<file path="src/rtl/usb_utmi_pkg.sv">
// Shared UTMI types for the UTM transmit and receive paths.
package usb_utmi_pkg;

  typedef logic [7:0] bus8_t;

  typedef enum logic [1:0] {
    OP_NORMAL      = 2'b00,
    OP_NON_DRIVING = 2'b01,
    OP_DIS_BS_NRZI = 2'b10,
    OP_RSVD        = 2'b11
  } utmi_op_mode_t;

endpackage

</file>
<file path="src/rtl/usb_utm_tx.sv">
// UTM transmit path: serialises SIE bytes into SYNC, bit-stuffed
// NRZI data and EOP on the full-speed single-ended line pair.
module usb_utm_tx
  import usb_utmi_pkg::*;
#(
  parameter int CLK_PER_BIT = 4
) (
  input  logic       clk,
  input  logic       rst,
  input  logic [1:0] op_mode,
  input  logic [7:0] data_in,
  input  logic       tx_valid,
  output logic       tx_ready,
  output logic       dp_tx,
  output logic       dn_tx,
  output logic       tx_oe
);

  typedef enum logic [2:0] {
    S_IDLE,
    S_SYNC,
    S_DATA,
    S_EOP_SE0,
    S_EOP_J
  } state_t;

  localparam int TW = (CLK_PER_BIT > 2) ? $clog2(CLK_PER_BIT) : 1;
  localparam logic [TW-1:0] T_LAST  = TW'(CLK_PER_BIT - 1);
  localparam logic [TW-1:0] T_START = TW'(CLK_PER_BIT - 2);

  state_t      state, state_d;
  logic [TW-1:0] timer, timer_d;
  logic        bypass, bypass_d;
  bus8_t       shift, shift_d;
  logic [3:0]  bits_left, bits_d;
  logic [2:0]  ones, ones_d;
  bus8_t       hold, hold_d;
  logic        hold_full, hold_full_d;
  logic        eop_second, eop_d;
  logic        dp_d, dn_d, oe_d;

  logic strobe;
  logic stuff_due;
  logic boundary;
  logic xfer;
  logic bit_en;
  logic bit_val;
  logic line_nxt;

  assign strobe    = (timer == T_LAST);
  assign stuff_due = (ones == 3'd6);
  assign boundary  = strobe && !stuff_due && (bits_left == 4'd0);

  // Ready drops on the boundary clk so a byte arriving then opens
  // the next packet instead of being swallowed by this one's EOP.
  assign tx_ready = !hold_full && !boundary &&
                    (state == S_SYNC || state == S_DATA);
  assign xfer     = tx_valid && tx_ready;

  always_ff @(posedge clk) begin
    if (rst) begin
      state      <= S_IDLE;
      timer      <= '0;
      bypass     <= 1'b0;
      shift      <= '0;
      bits_left  <= '0;
      ones       <= '0;
      hold       <= '0;
      hold_full  <= 1'b0;
      eop_second <= 1'b0;
      dp_tx      <= 1'b1;
      dn_tx      <= 1'b0;
      tx_oe      <= 1'b0;
    end else begin
      state      <= state_d;
      timer      <= timer_d;
      bypass     <= bypass_d;
      shift      <= shift_d;
      bits_left  <= bits_d;
      ones       <= ones_d;
      hold       <= hold_d;
      hold_full  <= hold_full_d;
      eop_second <= eop_d;
      dp_tx      <= dp_d;
      dn_tx      <= dn_d;
      tx_oe      <= oe_d;
    end
  end

  always_comb begin
    state_d     = state;
    timer_d     = timer;
    bypass_d    = bypass;
    shift_d     = shift;
    bits_d      = bits_left;
    ones_d      = ones;
    hold_d      = hold;
    hold_full_d = hold_full;
    eop_d       = eop_second;
    dp_d        = dp_tx;
    dn_d        = dn_tx;
    oe_d        = tx_oe;
    bit_en      = 1'b0;
    bit_val     = 1'b0;
    line_nxt    = dp_tx;

    if (state != S_IDLE) begin
      timer_d = strobe ? '0 : timer + 1'b1;
    end

    if (xfer) begin
      hold_d      = data_in;
      hold_full_d = 1'b1;
    end

    unique case (state)
      S_IDLE: begin
        timer_d = '0;
        if (tx_valid && op_mode != OP_NON_DRIVING) begin
          state_d  = S_SYNC;
          timer_d  = T_START;
          bypass_d = (op_mode == OP_DIS_BS_NRZI);
          shift_d  = 8'h80;
          bits_d   = 4'd8;
          ones_d   = '0;
          eop_d    = 1'b0;
        end
      end
      S_SYNC, S_DATA: begin
        if (strobe) begin
          oe_d = 1'b1;
          if (stuff_due) begin
            bit_en  = 1'b1;
            bit_val = 1'b0;
          end else if (bits_left != 4'd0) begin
            bit_en  = 1'b1;
            bit_val = shift[0];
            shift_d = {1'b0, shift[7:1]};
            bits_d  = bits_left - 1'b1;
          end else if (hold_full) begin
            bit_en      = 1'b1;
            bit_val     = hold[0];
            shift_d     = {1'b0, hold[7:1]};
            bits_d      = 4'd7;
            hold_full_d = 1'b0;
            state_d     = S_DATA;
          end else begin
            dp_d    = 1'b0;
            dn_d    = 1'b0;
            eop_d   = 1'b0;
            state_d = S_EOP_SE0;
          end
        end
      end
      S_EOP_SE0: begin
        if (strobe) begin
          if (!eop_second) begin
            eop_d = 1'b1;
          end else begin
            dp_d    = 1'b1;
            dn_d    = 1'b0;
            state_d = S_EOP_J;
          end
        end
      end
      S_EOP_J: begin
        if (strobe) begin
          oe_d    = 1'b0;
          state_d = S_IDLE;
        end
      end
      default: state_d = S_IDLE;
    endcase

    // dp_tx doubles as the NRZI line state (1 = J)
    if (bit_en) begin
      if (bypass) begin
        line_nxt = bit_val;
      end else begin
        line_nxt = bit_val ? dp_tx : !dp_tx;
        ones_d   = !bit_val ? 3'd0 :
                   (ones == 3'd7) ? 3'd7 : ones + 3'd1;
      end
      dp_d = line_nxt;
      dn_d = !line_nxt;
    end
  end

endmodule

</file>
<file path="config.mk">
export PLATFORM = sky130hd
export DESIGN_NAME = usb_utm_tx
export DESIGN_NICKNAME = d
export VERILOG_FILES = /design/src/rtl/usb_utmi_pkg.sv /design/src/rtl/usb_utm_tx.sv
export SDC_FILE = /design/constraint.sdc
export NUM_CORES = 1
export LEC_CHECK = 0
export CELL_PAD_IN_SITES_DETAIL_PLACEMENT = 1
export CELL_PAD_IN_SITES_GLOBAL_PLACEMENT = 1
export CORE_MARGIN = 3
export CORE_UTILIZATION = 45
export CTS_BUF_LIST = sky130_fd_sc_hd__clkbuf_8
export DETAILED_ROUTE_END_ITERATION = 16
export PLACE_DENSITY_LB_ADDON = 0.1
export SKIP_LAST_GASP = 1
export SLEW_MARGIN = 10
export SYNTH_ARGS = -nofsm -noshare
export SYNTH_HDL_FRONTEND = slang
export SYNTH_SLANG_ARGS = --single-unit
</file>
<file path="constraint.sdc">
create_clock -name clk -period 2.15 [get_ports clk]
set_input_delay 0.3225 -clock clk [delete_from_list [all_inputs] [get_ports clk]]
set_output_delay 0.3225 -clock clk [all_outputs]
set_load 0.02 [all_outputs]
</file>
==> results by stage <==
Floorplan:
- The core footprint is 4060 um2.
- The initial core utilization is 47.6%.
- In this run the horizontal extent of the chip is 71.5 um.
- In this run the vertical extent of the chip is between 70 and 80 um.
- The number of core rows is 23.
- The die covers 5110 um2.
- 17 I/O pins were placed.

Yosys:
- The cell count after synthesis came out at 222.
- The number of nets in the synthesized netlist is 240.
- In the synthesized netlist the async set-or-reset flop fraction comes to 0%.
- The synthesized area per cell is 8.70 um2.
- The most instantiated flip-flop cell in the synthesis netlist is sky130_fd_sc_hd__dfxtp_1.
- The flip-flop and latch count after synthesis is 34.
- Yosys printed 0 warnings.
- The count of distinct cell types in the synthesized netlist is just over 60.
- For this run, the register share of the synthesized area comes to a little over a third.
- The mapped netlist covers between 1500 and 2000 um2.
- The count of flip-flops with a built-in enable after synthesis is 0.

Run:
- The number of max-cap violations is 0.

GRT:
- The first global-routing pass estimated 9.82 mm of wire.
- The largest net degree at the start of global routing is 34.
- For this run, the total global-route usage over all layers was measured as 24.7%.
- The via count of the first global-routing pass is 1964.
- For met3 alone, demand over resource in global routing was 4.35%.
- After global routing the overflow that remains totals 0.
- Global routing used between 40% and 50% of the available met2 tracks.
- The initial antenna violation count is 0.
- The most used routing layer is met2.
- For this run, global-route usage on met1 was measured as a little under a third.

Hold path:
- Counting instances, the worst hold path has a depth of 2.
- The min-delay analysis places its worst path in the category flip-flop to flip-flop.

Drt:
- The length of the first detailed-routing pass in iterations is 4.
- Dividing the detail-routed wire length by the instance count gives a little under 20 um.
- The total DRC errors in the routed layout is 0.
- Summing over every cut layer, the via total after detailed routing is 1887.
- Wires add up to between 5 and 6 mm.
- The per-cell via count in the routed design is 6.23.
- The count of nets left with antenna violations after detail routing is 0.
- In this run, the number of DRC markers left after iteration 0 of detailed routing was 63.

Critical path:
- STA classifies the critical path startpoint as a flip-flop.
- The data required time at the worst endpoint is between 2 and 2.5 ns.
- The setup check on the worst reg-to-reg path leaves a slack of 0.07 ns.
- The worst setup path category is flip-flop to flip-flop.
- The critical path endpoint category is a flip-flop.
- At the worst endpoint, the arrival time is 2.25 ns.
- In this run the worst path has a maximum fanout of 9.
- The number of cells on the worst reg-to-reg path is 8.

Cells and area:
- Excluding fillers, the count of instances in the completed layout stands at 303.
- Summing all non-filler instances in the final layout gives an area of 2410 um2.
- The synthesis-to-layout area growth is 24.8%.
- Cells with a size suffix above 1 make up 24.1% of the layout.
- The number of nets in the layout is between 200 and 300.
- The fill cell total of the finished layout is 471.
- The total inserted antenna cells is 0.
- Leaving out fill and tap cells, the most frequent cells in the layout are 38 x sky130_fd_sc_hd__nand2_1, 34 x sky130_fd_sc_hd__dfxtp_1, 22 x sky130_fd_sc_hd__buf_4, 17 x sky130_fd_sc_hd__a21oi_1, 15 x sky130_fd_sc_hd__clkdlybuf4s50_1.
- The leading cell type in the layout, fill and taps excluded is sky130_fd_sc_hd__nand2_1.

Power:
- Dividing total power by cell area gives a power density of 891 nW/um2.
- The worst IR drop on VDD is 0.381 mV.
- The leakage component of the power is 0.965 nW.

STA:
- The actual slew at the worst max-slew pin is 0.452 ns.
- Setup repair after global routing left no endpoint under its margin.
- Between clock sinks in the finished design, the worst skew comes to roughly 0.0038 ns.
- The final critical path takes up 96.6% of the cycle.
- The setup TNS after final layout is 0 ns.
- The number of setup violations in the final report is 0.
- The max-slew violation count is 0.
- Derived from the worst setup path, the maximum achievable clock frequency is 0.482 GHz.
- The worst path in the final design needs a cycle of 2.08 ns, including I/O delays and setup.
- The worst slew margin relative to its limit is 69.4%.
- The minimum hold slack is 0.462 ns.
- The hold violation count in the final report is 0.

CTS:
- The number of sinks driven by the clock tree is 34.
- The number of buffers inserted during clock tree synthesis is 5.
- The clock root buffer master is sky130_fd_sc_hd__clkbuf_8.
- The later pin in the worst-skew pair is clocked with a latency of 0.28 ns.
- The count of hold-fix buffers inserted at cts is 0.
- The H-tree was split into 2 levels.
- The clock input transition at the sequential cells of the worst setup and hold paths is 0.07 ns.
- The TritonCTS clock tree is done.
- The longest clock path from root to sink contains 2 buffers.

Place:
- The HPWL reported at the end of detailed placement is approximately 4.3 mm.
- The number of buffers inserted by port buffering is 16.
- In this run the cell area measured after placement is 2270 um2.
- The routability congestion estimate is 0.829.
- Counting tap cells, the placed design contains a total of between 200 and 300 instances.

Status:
- The run finished with clean final reports.
==> worst max-delay path: stages (launching register included) <==
cell and delay [ns]:
sky130_fd_sc_hd__dfxtp_1 0.34, sky130_fd_sc_hd__inv_1 0.05, sky130_fd_sc_hd__ha_1 0.23, sky130_fd_sc_hd__a21boi_2 0.23, sky130_fd_sc_hd__buf_4 0.18, sky130_fd_sc_hd__nor3_1 0.07, sky130_fd_sc_hd__or4_4 0.58, sky130_fd_sc_hd__buf_12 0.17
sky130_fd_sc_hd__mux2i_1 0.11
==> state kept, by name, summed over array words and instances, names as in the netlist <==
signal / count
hold: 8
shift: 8
bits_left: 4
ones: 3
state: 3
timer: 2
bypass: 1
dn_tx: 1
dp_tx: 1
eop_second: 1
hold_full: 1
tx_oe: 1
==> final cells by class <==
cell class | count | area, um2 | area share (%)
inverters | 7 | 26.3 | 1.09
clock inverters | 1 | 30.0 | 1.25
multi-input cells | 166 | 1190 | 49.3
repair buffers | 39 | 340 | 14.1
flip-flops and latches | 34 | 681 | 28.2
clock buffers | 6 | 82.6 | 3.43
well taps | 50 | 62.6 | 2.60
==> per-stage QoR <==
stage / setup WS, ns / utilization, % / total power [mW]
after floorplan: 0.213 / - / 1.24
after global routing: 0.00176 / 59.4 / 2.26
after global placement: -0.0470 / 56.0 / 1.47
after detailed placement: -0.0775 / 56.0 / 1.52
final: 0.0734 / 59.4 / 2.15
after CTS: -0.0509 / 58.8 / 2.13
==> power by group <==
part / internal [mW] / switching (mW) / total [mW] / leakage, nW
sequential: 0.685 / 0.0527 / 0.737 / 0.276
combinational: 0.375 / 0.431 / 0.807 / 0.632
clock: 0.371 / 0.233 / 0.604 / 0.0573
==> per-layer routing <==
metal / vias up / share of wire (%)
met5: - / 0
met4: 0 / 3.1
met3: 17 / 4.1
met2: 48 / 49
met1: 928 / 44
li1: 894 / -
==> timing repair <==
item / CTS / global route
setup buffers: 0 / 0
gates cloned: 0 / 0
resized for setup: 5 / 7
setup endpoints to repair: 2 / 23
pin swaps: 0 / 0
==> worst paths after layout <==
check | end | start
max | bits_left[0] | ones[0]
min | shift[2] | shift[2]
max reg2reg | bits_left[0] | ones[0]
min reg2reg | shift[2] | shift[2]
==> Yosys cell counts (4+ instances only) <==
| cell | instances | area [um2] |
|---|---|---|
| sky130_fd_sc_hd__nand2_1 | 38 | 143 |
| sky130_fd_sc_hd__dfxtp_1 | 34 | 681 |
| sky130_fd_sc_hd__a21oi_1 | 17 | 85.1 |
| sky130_fd_sc_hd__mux2i_1 | 12 | 120 |
| sky130_fd_sc_hd__a31o_2 | 9 | 78.8 |
| sky130_fd_sc_hd__clkbuf_1 | 8 | 30.0 |
| sky130_fd_sc_hd__mux2_2 | 7 | 78.8 |
| sky130_fd_sc_hd__inv_1 | 6 | 22.5 |
| sky130_fd_sc_hd__buf_2 | 5 | 25.0 |
| sky130_fd_sc_hd__ha_1 | 5 | 62.6 |
| sky130_fd_sc_hd__nor2_1 | 5 | 18.8 |
| sky130_fd_sc_hd__nor3_1 | 5 | 25.0 |
| sky130_fd_sc_hd__nand3_1 | 4 | 20.0 |
| sky130_fd_sc_hd__nor4_1 | 4 | 25.0 |
| sky130_fd_sc_hd__o21ai_0 | 4 | 20.0 |
==> cells by family after synthesis <==
| group | after synthesis | share of synthesized area, % |
|---|---|---|
| mux | 19 | 10.3 |
| flops | 34 | 35.3 |
| xor+xnor | 2 | 1.30 |
| simple gates | 79 | 21.1 |
| fa+ha+maj | 5 | 3.24 |
| compound gates | 61 | 23.6 |
| buf+inv | 22 | 5.18 |
(Power assumes the default switching activity.)
